--- config.mk ---
export PLATFORM = sky130hd
export DESIGN_NAME = tpu_dma_loader
export DESIGN_NICKNAME = d
export VERILOG_FILES = /design/src/rtl/tpu_dma_pkg.sv /design/src/rtl/tpu_dma_loader.sv
export SDC_FILE = /design/constraint.sdc
export NUM_CORES = 1
export LEC_CHECK = 0
export ABC_CLOCK_PERIOD_IN_PS = 6900
export BUFFER_PORTS_ARGS = -buffer_cell sky130_fd_sc_hd__buf_2
export CAP_MARGIN = 15
export CELL_PAD_IN_SITES_DETAIL_PLACEMENT = 0
export CELL_PAD_IN_SITES_GLOBAL_PLACEMENT = 2
export CORE_UTILIZATION = 34
export CTS_BUF_LIST = sky130_fd_sc_hd__clkbuf_16
export DETAILED_ROUTE_END_ITERATION = 8
export PLACE_DENSITY = 0.84
export RECOVER_POWER = 50
export SLEW_MARGIN = 20
export SYNTH_ARGS = -nofsm -noshare
export SYNTH_HDL_FRONTEND = slang
export SYNTH_SLANG_ARGS = --single-unit
--- constraint.sdc ---
create_clock -name clk -period 6.9 [get_ports clk]
set_clock_uncertainty 0.1 [all_clocks]
set_input_delay 0.345 -clock clk [delete_from_list [all_inputs] [get_ports clk]]
set_output_delay 0.345 -clock clk [all_outputs]
set_load 0.03 [all_outputs]
--- src/rtl/tpu_dma_pkg.sv ---
// Shared types and constants for the TPU DMA loader (FSM state codes, beat size and width).
package tpu_dma_pkg;

  typedef enum logic [1:0] {
    IDLE = 2'd0,
    REQ  = 2'd1,
    DATA = 2'd2,
    DONE = 2'd3
  } state_e;

  localparam logic [2:0] DMA_SIZE_64 = 3'b011;
  localparam int         BEAT_W      = 64;

endpackage

--- src/rtl/tpu_dma_loader.sv ---
// Streams a configured range of 64-bit words from DMA into the TPU scratchpad in bursts.
// Optional status counter on 'debug' is enabled by defining TPU_DMA_LOADER_DEBUG_EN.
module tpu_dma_loader
  import tpu_dma_pkg::*;
#(
  parameter int SPM_AW    = 12,
  parameter int MAX_BURST = 16
) (
  input  logic              clk,
  input  logic              rst,
  input  logic              conf_done,
  input  logic [31:0]       conf_info_reg0,
  input  logic [31:0]       conf_info_reg1,
  input  logic [31:0]       conf_info_reg2,
  output logic              dma_read_ctrl_valid,
  input  logic              dma_read_ctrl_ready,
  output logic [31:0]       dma_read_ctrl_data_index,
  output logic [31:0]       dma_read_ctrl_data_length,
  output logic [2:0]        dma_read_ctrl_data_size,
  output logic [4:0]        dma_read_ctrl_data_user,
  input  logic              dma_read_chnl_valid,
  output logic              dma_read_chnl_ready,
  input  logic [BEAT_W-1:0] dma_read_chnl_data,
  output logic              spm_we,
  output logic [SPM_AW-1:0] spm_addr,
  output logic [BEAT_W-1:0] spm_wdata,
  output logic              load_done,
  output logic [31:0]       debug
);

  localparam logic [31:0] BURST_MAX = 32'(MAX_BURST);

  state_e            state_q, state_d;
  logic [31:0]       base_q, base_d;
  logic [31:0]       issued_q, issued_d;
  logic [31:0]       remaining_q, remaining_d;
  logic [31:0]       beats_q, beats_d;
  logic [SPM_AW-1:0] dest_q, dest_d;
  logic [SPM_AW-1:0] wr_cnt_q, wr_cnt_d;
  logic [SPM_AW-1:0] spm_addr_q, spm_addr_d;
  logic [BEAT_W-1:0] spm_wdata_q, spm_wdata_d;
  logic              spm_we_q, spm_we_d;
  logic              load_done_q, load_done_d;
  logic [31:0]       burst_len;
  logic              unused_cfg_bits;

  assign unused_cfg_bits = ^conf_info_reg2[31:SPM_AW];
  assign burst_len = (remaining_q > BURST_MAX) ? BURST_MAX : remaining_q;

  always_ff @(posedge clk or negedge rst) begin
    if (!rst) begin
      state_q     <= IDLE;
      base_q      <= '0;
      issued_q    <= '0;
      remaining_q <= '0;
      beats_q     <= '0;
      dest_q      <= '0;
      wr_cnt_q    <= '0;
      spm_addr_q  <= '0;
      spm_wdata_q <= '0;
      spm_we_q    <= 1'b0;
      load_done_q <= 1'b0;
    end else begin
      state_q     <= state_d;
      base_q      <= base_d;
      issued_q    <= issued_d;
      remaining_q <= remaining_d;
      beats_q     <= beats_d;
      dest_q      <= dest_d;
      wr_cnt_q    <= wr_cnt_d;
      spm_addr_q  <= spm_addr_d;
      spm_wdata_q <= spm_wdata_d;
      spm_we_q    <= spm_we_d;
      load_done_q <= load_done_d;
    end
  end

  always_comb begin
    state_d                   = state_q;
    base_d                    = base_q;
    issued_d                  = issued_q;
    remaining_d               = remaining_q;
    beats_d                   = beats_q;
    dest_d                    = dest_q;
    wr_cnt_d                  = wr_cnt_q;
    spm_addr_d                = spm_addr_q;
    spm_wdata_d               = spm_wdata_q;
    spm_we_d                  = 1'b0;
    load_done_d               = 1'b0;
    dma_read_ctrl_valid       = 1'b0;
    dma_read_ctrl_data_index  = '0;
    dma_read_ctrl_data_length = '0;
    dma_read_chnl_ready       = 1'b0;

    case (state_q)
      IDLE: begin
        if (conf_done) begin
          base_d      = conf_info_reg0;
          remaining_d = conf_info_reg1;
          issued_d    = '0;
          dest_d      = conf_info_reg2[SPM_AW-1:0];
          wr_cnt_d    = '0;
          state_d     = (conf_info_reg1 != 32'd0) ? REQ : DONE;
        end
      end
      // Request fields come purely from registers, so they stay put while ready is low.
      REQ: begin
        dma_read_ctrl_valid       = 1'b1;
        dma_read_ctrl_data_index  = base_q + issued_q;
        dma_read_ctrl_data_length = burst_len;
        if (dma_read_ctrl_ready) begin
          issued_d    = issued_q + burst_len;
          remaining_d = remaining_q - burst_len;
          beats_d     = burst_len;
          state_d     = DATA;
        end
      end
      DATA: begin
        dma_read_chnl_ready = 1'b1;
        if (dma_read_chnl_valid) begin
          spm_we_d    = 1'b1;
          spm_addr_d  = dest_q + wr_cnt_q;
          spm_wdata_d = dma_read_chnl_data;
          wr_cnt_d    = wr_cnt_q + SPM_AW'(1);
          beats_d     = beats_q - 32'd1;
          if (beats_q == 32'd1) begin
            state_d = (remaining_q != 32'd0) ? REQ : DONE;
          end
        end
      end
      // The pulse is registered so it lands after the final scratchpad write.
      DONE: begin
        load_done_d = 1'b1;
        state_d     = IDLE;
      end
      default: state_d = IDLE;
    endcase
  end

  assign dma_read_ctrl_data_size = DMA_SIZE_64;
  assign dma_read_ctrl_data_user = '0;
  assign spm_we                  = spm_we_q;
  assign spm_addr                = spm_addr_q;
  assign spm_wdata               = spm_wdata_q;
  assign load_done               = load_done_q;

`ifdef TPU_DMA_LOADER_DEBUG_EN
  logic [23:0] dbg_beats_q;

  always_ff @(posedge clk or negedge rst) begin
    if (!rst) begin
      dbg_beats_q <= '0;
    end else if ((state_q == IDLE) && conf_done) begin
      dbg_beats_q <= '0;
    end else if ((state_q == DATA) && dma_read_chnl_valid) begin
      dbg_beats_q <= dbg_beats_q + 24'd1;
    end
  end

  assign debug = {6'd0, state_q, dbg_beats_q};
`else
  assign debug = '0;
`endif

endmodule

==> impl_metrics.env, run 1 <==
export IMPL_outcome="finished, violations left"
export IMPL_violations="design-rule violations, max-capacitance violations, max-slew violations"
export IMPL_netlist_instances=1739
export IMPL_grt_total_usage_pct=18.8
export IMPL_fill_cells=4226
export IMPL_die_area_um2=42800
export IMPL_final_util_pct=43.7
export IMPL_ys_flop_type="dfrtp_1"
export IMPL_routed_wl_um=40900
export IMPL_die_h_um=207
export IMPL_htree_levels=1
export IMPL_drc=9
export IMPL_fp_coreArea_um2=41100
export IMPL_ys_ff_latch=232
export IMPL_wl_met2_um=19600
export IMPL_clock_latency_ns=0.56
export IMPL_detailedRoute_firstIterationViolations=657
export IMPL_seq_area_frac_synth_pct=40.7
export IMPL_rsz0062_at_grt="false"
export IMPL_finalInstanceArea_um2=18000
export IMPL_area_delta_synth_final_pct=25.8
export IMPL_rows=74
export IMPL_cap_violations=2
export IMPL_ant_nets=0
export IMPL_yosys_area_top_type="dfrtp_1"
export IMPL_wl_met3_um=1630
export IMPL_max_freq_mhz=210
export IMPL_met1_length_um=19100
export IMPL_grt_max_degree=105
export IMPL_worstHoldPathType="in -> reg"
export IMPL_critPathMaxStageDelay_ns=0.52
export IMPL_hold_viol=0
export IMPL_final_common_cell="nand2_1"
export IMPL_grt_pass1_wl_um=65200
export IMPL_syn_area_per_cell_um2=8.21
export IMPL_grt_pass1_vias=12710
export IMPL_synth_area_top_cells="dfrtp_1, nand2_1, ha_1"
export IMPL_synth_edf_count=0
export IMPL_drive_gt1_share_pct=12.3
export IMPL_nNetsFinal=2350
export IMPL_synth_async_sr_flop_share_pct=100
export IMPL_cts_resized=0
export IMPL_timing_worst_setup_path_type="reg -> out"
export IMPL_hpwl_um=28000
export IMPL_cp_required_ns=6.45
export IMPL_die_w_um=207
export IMPL_clk_pin_slew_ns=0.06
export IMPL_drv_slew=118
export IMPL_finalCritPeriodShare_pct=69.0
export IMPL_tightest_slew_ns=3.42
export IMPL_yosysWarnings=0
export IMPL_cts_tree="yes"
export IMPL_overflow=0
export IMPL_start_util_pct=34.7
export IMPL_crit_chain="ha_1 > o21ai_0 > o21ai_0 > a211oi_1 > o41ai_1 > o221ai_1 > a311oi_2 > a21oi_1 > nor3b_1 > a211o_1 > buf_2"
export IMPL_yosys_area_top_type_share_pct=40.7
export IMPL_antennaDiodeCount=0
export IMPL_vias=13275
export IMPL_synth_area_um2=14300
export IMPL_first_pass_iters=9
export IMPL_p_per_area_nw_per_um2=425
export IMPL_post_route_min_period_ns=4.76
export IMPL_vias_per_cell=4.98
export IMPL_root_buffer="clkbuf_16"
export IMPL_critPathLaunch="issued_q[2]$_DFFE_PN0P_"
export IMPL_cts_buffers_inserted=28
export IMPL_setup_viol=0
export IMPL_leakagePower_nw=8.80
export IMPL_path_buf_inv=1
export IMPL_crit_slowest_cell="dfrtp_1"
export IMPL_crit_arrival_ns=4.32
export IMPL_antenna_found_initial=0
export IMPL_critPathTopFamily="compound AO/OA/AOI/OAI gates"
export IMPL_end_kind="primary output"
export IMPL_gp_congestion=0.847
export IMPL_clkSinkCount=232
export IMPL_ir_drop_v=0.000214
export IMPL_topRoutingLayerUsed="met4"
export IMPL_r2r_start="remaining_q[14]$_DFFE_PN0P_"
export IMPL_dpl_cell_area_um2=15900
export IMPL_cp_common_cell="o21ai_0"
export IMPL_power_mw=7.63
export IMPL_min_from="conf_info_reg1[15]"
export IMPL_numPortBuffers=261
export IMPL_path_max_fanout=14
export IMPL_holdWs_ns=0.0152
export IMPL_most_common_layout_cells="nand2_1, dfrtp_1, buf_2"
export IMPL_wl_per_cell_um=15.4
export IMPL_boundaryPins=349
export IMPL_tns_ns=0
export IMPL_ys_types=76
export IMPL_cts_path_max_buffers=3
export IMPL_cp_start_kind="flop"
export IMPL_relSlewSlack_pct=-128
==> final timing paths <==
kind                                           endpoint  slack (ns)  cells after the start
setup / recovery           dma_read_ctrl_data_index[31]        2.14                     11
hold reg to reg               spm_wdata[11]$_DFFE_PN0P_        0.37                      2
max in group asynchronous     spm_wdata[11]$_DFFE_PN0P_        2.60                      3
hold / removal              remaining_q[15]$_DFFE_PN0P_        0.02                      3
min in group asynchronous        base_q[16]$_DFFE_PN0P_        0.33                      2
setup reg to reg               issued_q[29]$_DFFE_PN0P_        2.30                     13
==> routing by layer <==
layer  track usage [%]  up-vias
met1              25.7     6306
met2              31.8      277
met3              2.21       45
met5                 0        -
li1                  -     6647
met4              4.12        0
==> report_power, final <==
group          switching (mW)  leakage [nW]  internal (mW)
clock                   0.606         0.473          0.883
sequential              0.434          2.96           1.89
combinational            2.58          5.36           1.25
total                    3.62          8.80           4.02
==> sequential cells by signal (all words and copies together), names as in the netlist <==
signal,cells
spm_we,1
beats_q,32
base_q,32
spm_addr,12
remaining_q,32
state_q,2
load_done,1
issued_q,32
dest_q,12
wr_cnt_q,12
spm_wdata,64
==> through the flow <==
stage / worst slack [ns] / cells
after floorplan: 2.51 / 1828
after global placement: 2.56 / 2490
after detailed placement: 2.31 / 2490
after CTS: 2.14 / 2664
after global routing: 1.65 / 2664
final: 2.14 / 2664
==> cell usage after synthesis, types with 9 or more instances <==
library cell / instances
nand2_1: 454
a21o_1: 29
o21ai_0: 131
o31ai_1: 11
nor3_1: 30
nor4_1: 25
nor2_1: 126
inv_1: 34
o21ai_1: 9
nand4_1: 16
a22oi_1: 14
dfrtp_1: 232
a31oi_1: 28
xnor2_1: 32
a211oi_1: 9
and3_1: 13
ha_1: 72
nand3_1: 32
a21oi_1: 95
clkbuf_1: 70
xor2_1: 33
and2_1: 9
nand2b_1: 17
buf_4: 67
or3_1: 12
==> worst register-to-register path: stages, from the launching register on <==
cell      delay [ns]
dfrtp_1         0.43
nor4_4          0.44
nand4_4         0.22
nor4_1          0.87
inv_1           0.21
ha_1            0.42
o21ai_0         0.12
a211oi_1        0.07
o21ai_0         0.21
o211ai_1        0.23
a21oi_1         0.27
a31oi_1         0.18
or4b_2          0.67
nand3_1         0.11
==> kinds of logic after synthesis <==
logic type	Yosys count	synth area share, %
compound gates	413	18.2
xor+xnor	65	3.99
fa+ha+maj	75	6.66
buf+inv	180	6.51
flops	232	40.7
mux	5	0.351
other cells	2	0.0526
simple gates	767	23.6
==> cell type report <==
class | count | area [um^2] | area share, %
repair buffers | 398 | 2550 | 14.2
clock inverters | 23 | 216 | 1.21
multi-input cells | 1416 | 7890 | 43.9
well taps | 532 | 666 | 3.71
clock buffers | 28 | 701 | 3.90
inverters | 35 | 131 | 0.732
flip-flops and latches | 232 | 5810 | 32.3
==> what timing repair did <==
action,CTS,global route
hold buffers,123,0
setup buffers,0,0
hold endpoints to repair,224,0
Power figures use the tool's default switching activity.
==> run 2: changes to the inputs <==
--- a/config.mk
+++ b/config.mk
@@ -5,15 +5,16 @@
 export SDC_FILE = /design/constraint.sdc
 export NUM_CORES = 1
 export LEC_CHECK = 0
-export ABC_CLOCK_PERIOD_IN_PS = 6900
+export ABC_AREA = 1
+export ABC_CLOCK_PERIOD_IN_PS = 4900
 export BUFFER_PORTS_ARGS = -buffer_cell sky130_fd_sc_hd__buf_2
 export CAP_MARGIN = 15
 export CELL_PAD_IN_SITES_DETAIL_PLACEMENT = 0
 export CELL_PAD_IN_SITES_GLOBAL_PLACEMENT = 2
-export CORE_UTILIZATION = 34
+export CORE_UTILIZATION = 30
 export CTS_BUF_LIST = sky130_fd_sc_hd__clkbuf_16
 export DETAILED_ROUTE_END_ITERATION = 8
-export PLACE_DENSITY = 0.84
+export PLACE_DENSITY = 0.77
 export RECOVER_POWER = 50
 export SLEW_MARGIN = 20
 export SYNTH_ARGS = -nofsm -noshare
==> constraint.sdc (replaced) <==
create_clock -name clk -period 4.9 [get_ports clk]
set_clock_uncertainty 0.1 [all_clocks]
set_input_delay 0.245 -clock clk [delete_from_list [all_inputs] [get_ports clk]]
set_output_delay 0.245 -clock clk [all_outputs]
set_load 0.03 [all_outputs]
==> impl_metrics.env, run 2 <==
export IMPL_outcome="finished, violations left"
export IMPL_violations="max-capacitance violations, max-slew violations"
export IMPL_cts_resized=0
export IMPL_routed_wl_um=50100
export IMPL_largest_register_ffs=64
export IMPL_numPortBuffers=261
export IMPL_first_pass_iters=5
export IMPL_overflow=0
export IMPL_clk_pin_slew_ns=0.06
export IMPL_root_buffer="clkbuf_16"
export IMPL_fp_coreArea_um2=50100
export IMPL_tns_ns=0
export IMPL_ys_ff_latch=232
export IMPL_yosys_top_cells_count="nand2_1, dfrtp_1, inv_1, nor2_1, o21ai_0"
export IMPL_path_max_fanout=5
export IMPL_clkSinkCount=232
export IMPL_grt_max_degree=125
export IMPL_worstHoldPathType="in -> reg"
export IMPL_drv_slew=38
export IMPL_wl_per_cell_um=15.5
export IMPL_critPathTopFamily="simple AND/OR/NAND/NOR gates"
export IMPL_grt_use_met1_pct=27.0
export IMPL_hold_viol=0
export IMPL_post_route_min_period_ns=3.94
export IMPL_vias=15050
export IMPL_crit_arrival_ns=3.59
export IMPL_fill_cells=5431
export IMPL_die_w_um=227
export IMPL_finalInstanceArea_um2=19400
export IMPL_synth_area_um2=15200
export IMPL_nNetsFinal=2779
export IMPL_max_freq_mhz=254
export IMPL_netlist_instances=2126
export IMPL_final_cell_count_no_fill=3236
export IMPL_htree_levels=1
export IMPL_cts_path_max_buffers=3
export IMPL_p_per_area_nw_per_um2=598
export IMPL_cts_buffers_inserted=30
export IMPL_leakagePower_nw=9.98
export IMPL_dpl_cell_count=3035
export IMPL_crit_slowest_cell="dfrtp_1"
export IMPL_finalCritPeriodShare_pct=80.4
export IMPL_final_common_cell="nand2_1"
export IMPL_timing_worst_setup_path_type="reg -> out"
export IMPL_synth_async_sr_flop_share_pct=100
export IMPL_path_buf_inv=1
export IMPL_drive_gt1_share_pct=11.6
export IMPL_grt_util_met2_pct=31.7
export IMPL_met3_usage_pct=4.05
export IMPL_area_delta_synth_final_pct=27.3
export IMPL_ir_drop_v=0.000367
export IMPL_setup_viol=0
export IMPL_seq_area_frac_synth_pct=38.1
export IMPL_grt_total_usage_pct=19.5
export IMPL_cp_common_cell="nand2_1"
export IMPL_grt_pass1_wl_um=80000
export IMPL_most_common_layout_cells="nand2_1, dfrtp_1, inv_1"
export IMPL_busiest_layer="met2"
export IMPL_hpwl_um=36600
export IMPL_vias_per_cell=4.65
export IMPL_cp_start_kind="flop"
export IMPL_rows=82
export IMPL_final_util_pct=38.7
export IMPL_crit_chain="ha_1 > fa_1 > nand2_1 > nand3_1 > o21ai_0 > o21ai_0 > nand2_1 > nand2_1 > nand3_1 > nand2_1 > a21boi_0 > o21ai_0 > nand2_1 > nand2_1 > nand2_1 > nand2_1 > nor2_1 > buf_2"
export IMPL_dpl_cell_area_um2=17100
export IMPL_cts_tree="yes"
export IMPL_detailedRoute_firstIterationViolations=719
export IMPL_synth_edf_count=0
export IMPL_yosysWarnings=0
export IMPL_ant_nets=0
export IMPL_boundaryPins=349
export IMPL_critPathMaxStageDelay_ns=0.42
export IMPL_hold_buffers=144
export IMPL_rsz0062_at_grt="false"
export IMPL_grt_pass1_vias=14966
export IMPL_gp_congestion=0.848
export IMPL_tightest_slew_ns=2.47
export IMPL_ys_flop_type="dfrtp_1"
export IMPL_yosysMostFrequentCell="nand2_1"
export IMPL_yosys_area_top_type="dfrtp_1"
export IMPL_cap_violations=1
export IMPL_end_kind="primary output"
export IMPL_syn_area_per_cell_um2=7.16
export IMPL_clock_latency_ns=0.59
export IMPL_yosys_area_top_type_share_pct=38.1
export IMPL_die_h_um=227
export IMPL_drc=0
export IMPL_antenna_found_initial=2
export IMPL_ys_types=57
export IMPL_synth_area_top_cells="dfrtp_1, nand2_1, ha_1"
export IMPL_cp_required_ns=4.55
export IMPL_start_util_pct=30.4
export IMPL_relSlewSlack_pct=-64.4
export IMPL_cts_setup_buffers=0
export IMPL_die_area_um2=51700
-- run 2: cell types whose count changed after synthesis, moves of 17 or more --
| cell | before | now |
|---|---|---|
| clkbuf_1 | 70 | 49 |
| a21oi_1 | 95 | 134 |
| nand2b_1 | 17 | 0 |
| inv_1 | 34 | 187 |
| a21o_1 | 29 | 7 |
| nand2_1 | 454 | 676 |
| nor2_1 | 126 | 179 |
| xnor2_1 | 32 | 10 |
| nand3_1 | 32 | 99 |
-- run 2: final timing paths --
kind	slack (ns)	start	cells after the start	to
min in group asynchronous	0.86	rst	2	remaining_q[26]$_DFFE_PN0P_
setup / recovery	0.96	issued_q[0]$_DFFE_PN0P_	18	dma_read_ctrl_data_index[22]
hold / removal	0.29	dma_read_chnl_data[11]	4	spm_wdata[11]$_DFFE_PN0P_
hold reg to reg	0.37	spm_wdata[25]$_DFFE_PN0P_	2	spm_wdata[25]$_DFFE_PN0P_
max in group asynchronous	1.08	rst	4	base_q[16]$_DFFE_PN0P_
setup reg to reg	1.57	state_q[0]$_DFFE_PN0P_	11	beats_q[13]$_DFFE_PN0P_
-- run 2: power breakdown --
group / internal [mW] / leakage, nW / total (mW) / switching (mW)
clock network: 1.17 / 0.466 / 2.09 / 0.926
registers: 2.72 / 2.96 / 3.42 / 0.707
logic: 1.81 / 6.55 / 6.07 / 4.26
total: 5.69 / 9.98 / 11.6 / 5.90
-- run 2: tightest hold or removal path: cells and delay by family --
family | cells | cell delay [ns]
simple gates | 2 | 0.09
buf+inv | 2 | 0.60
-- run 2: area by class of cell --
cell class | instances | area (um^2) | share of cell area, %
well taps | 672 | 841 | 4.34
repair buffers | 418 | 2760 | 14.3
clock buffers | 30 | 751 | 3.87
clock inverters | 25 | 171 | 0.884
diodes | 1 | 2.50 | 0.0129
multi-input cells | 1660 | 8300 | 42.8
inverters | 198 | 743 | 3.83
flip-flops and latches | 232 | 5810 | 30.0
-- run 2: cells by family (layout without fill, tap and decap cells) --
logic type      Yosys count  count (layout)  share of synthesized area, %
simple gates           1074            1074                          29.5
mux                       2               2                         0.140
compound gates          377             377                          13.9
buf+inv                 323             671                          9.68
flops                   232             232                          38.1
fa+ha+maj                74              74                          6.18
xor+xnor                 42              42                          2.42
other cells               2              92                        0.0493
-- run 2: layer usage --
metal	vias up	routed length [um]
li1	7647	-
met2	337	22500
met1	7022	24000
met5	-	0
met4	0	638
met3	44	2980
-- run 2: stage by stage --
stage	worst slack (ns)	hold WS, ns	total power, mW
final	0.961	0.291	11.6
after global routing	0.415	0.278	12.6
after detailed placement	1.47	0.342	9.50
after CTS	0.917	0.239	11.8
after global placement	1.48	0.342	9.45
after floorplan	1.94	-0.151	7.70
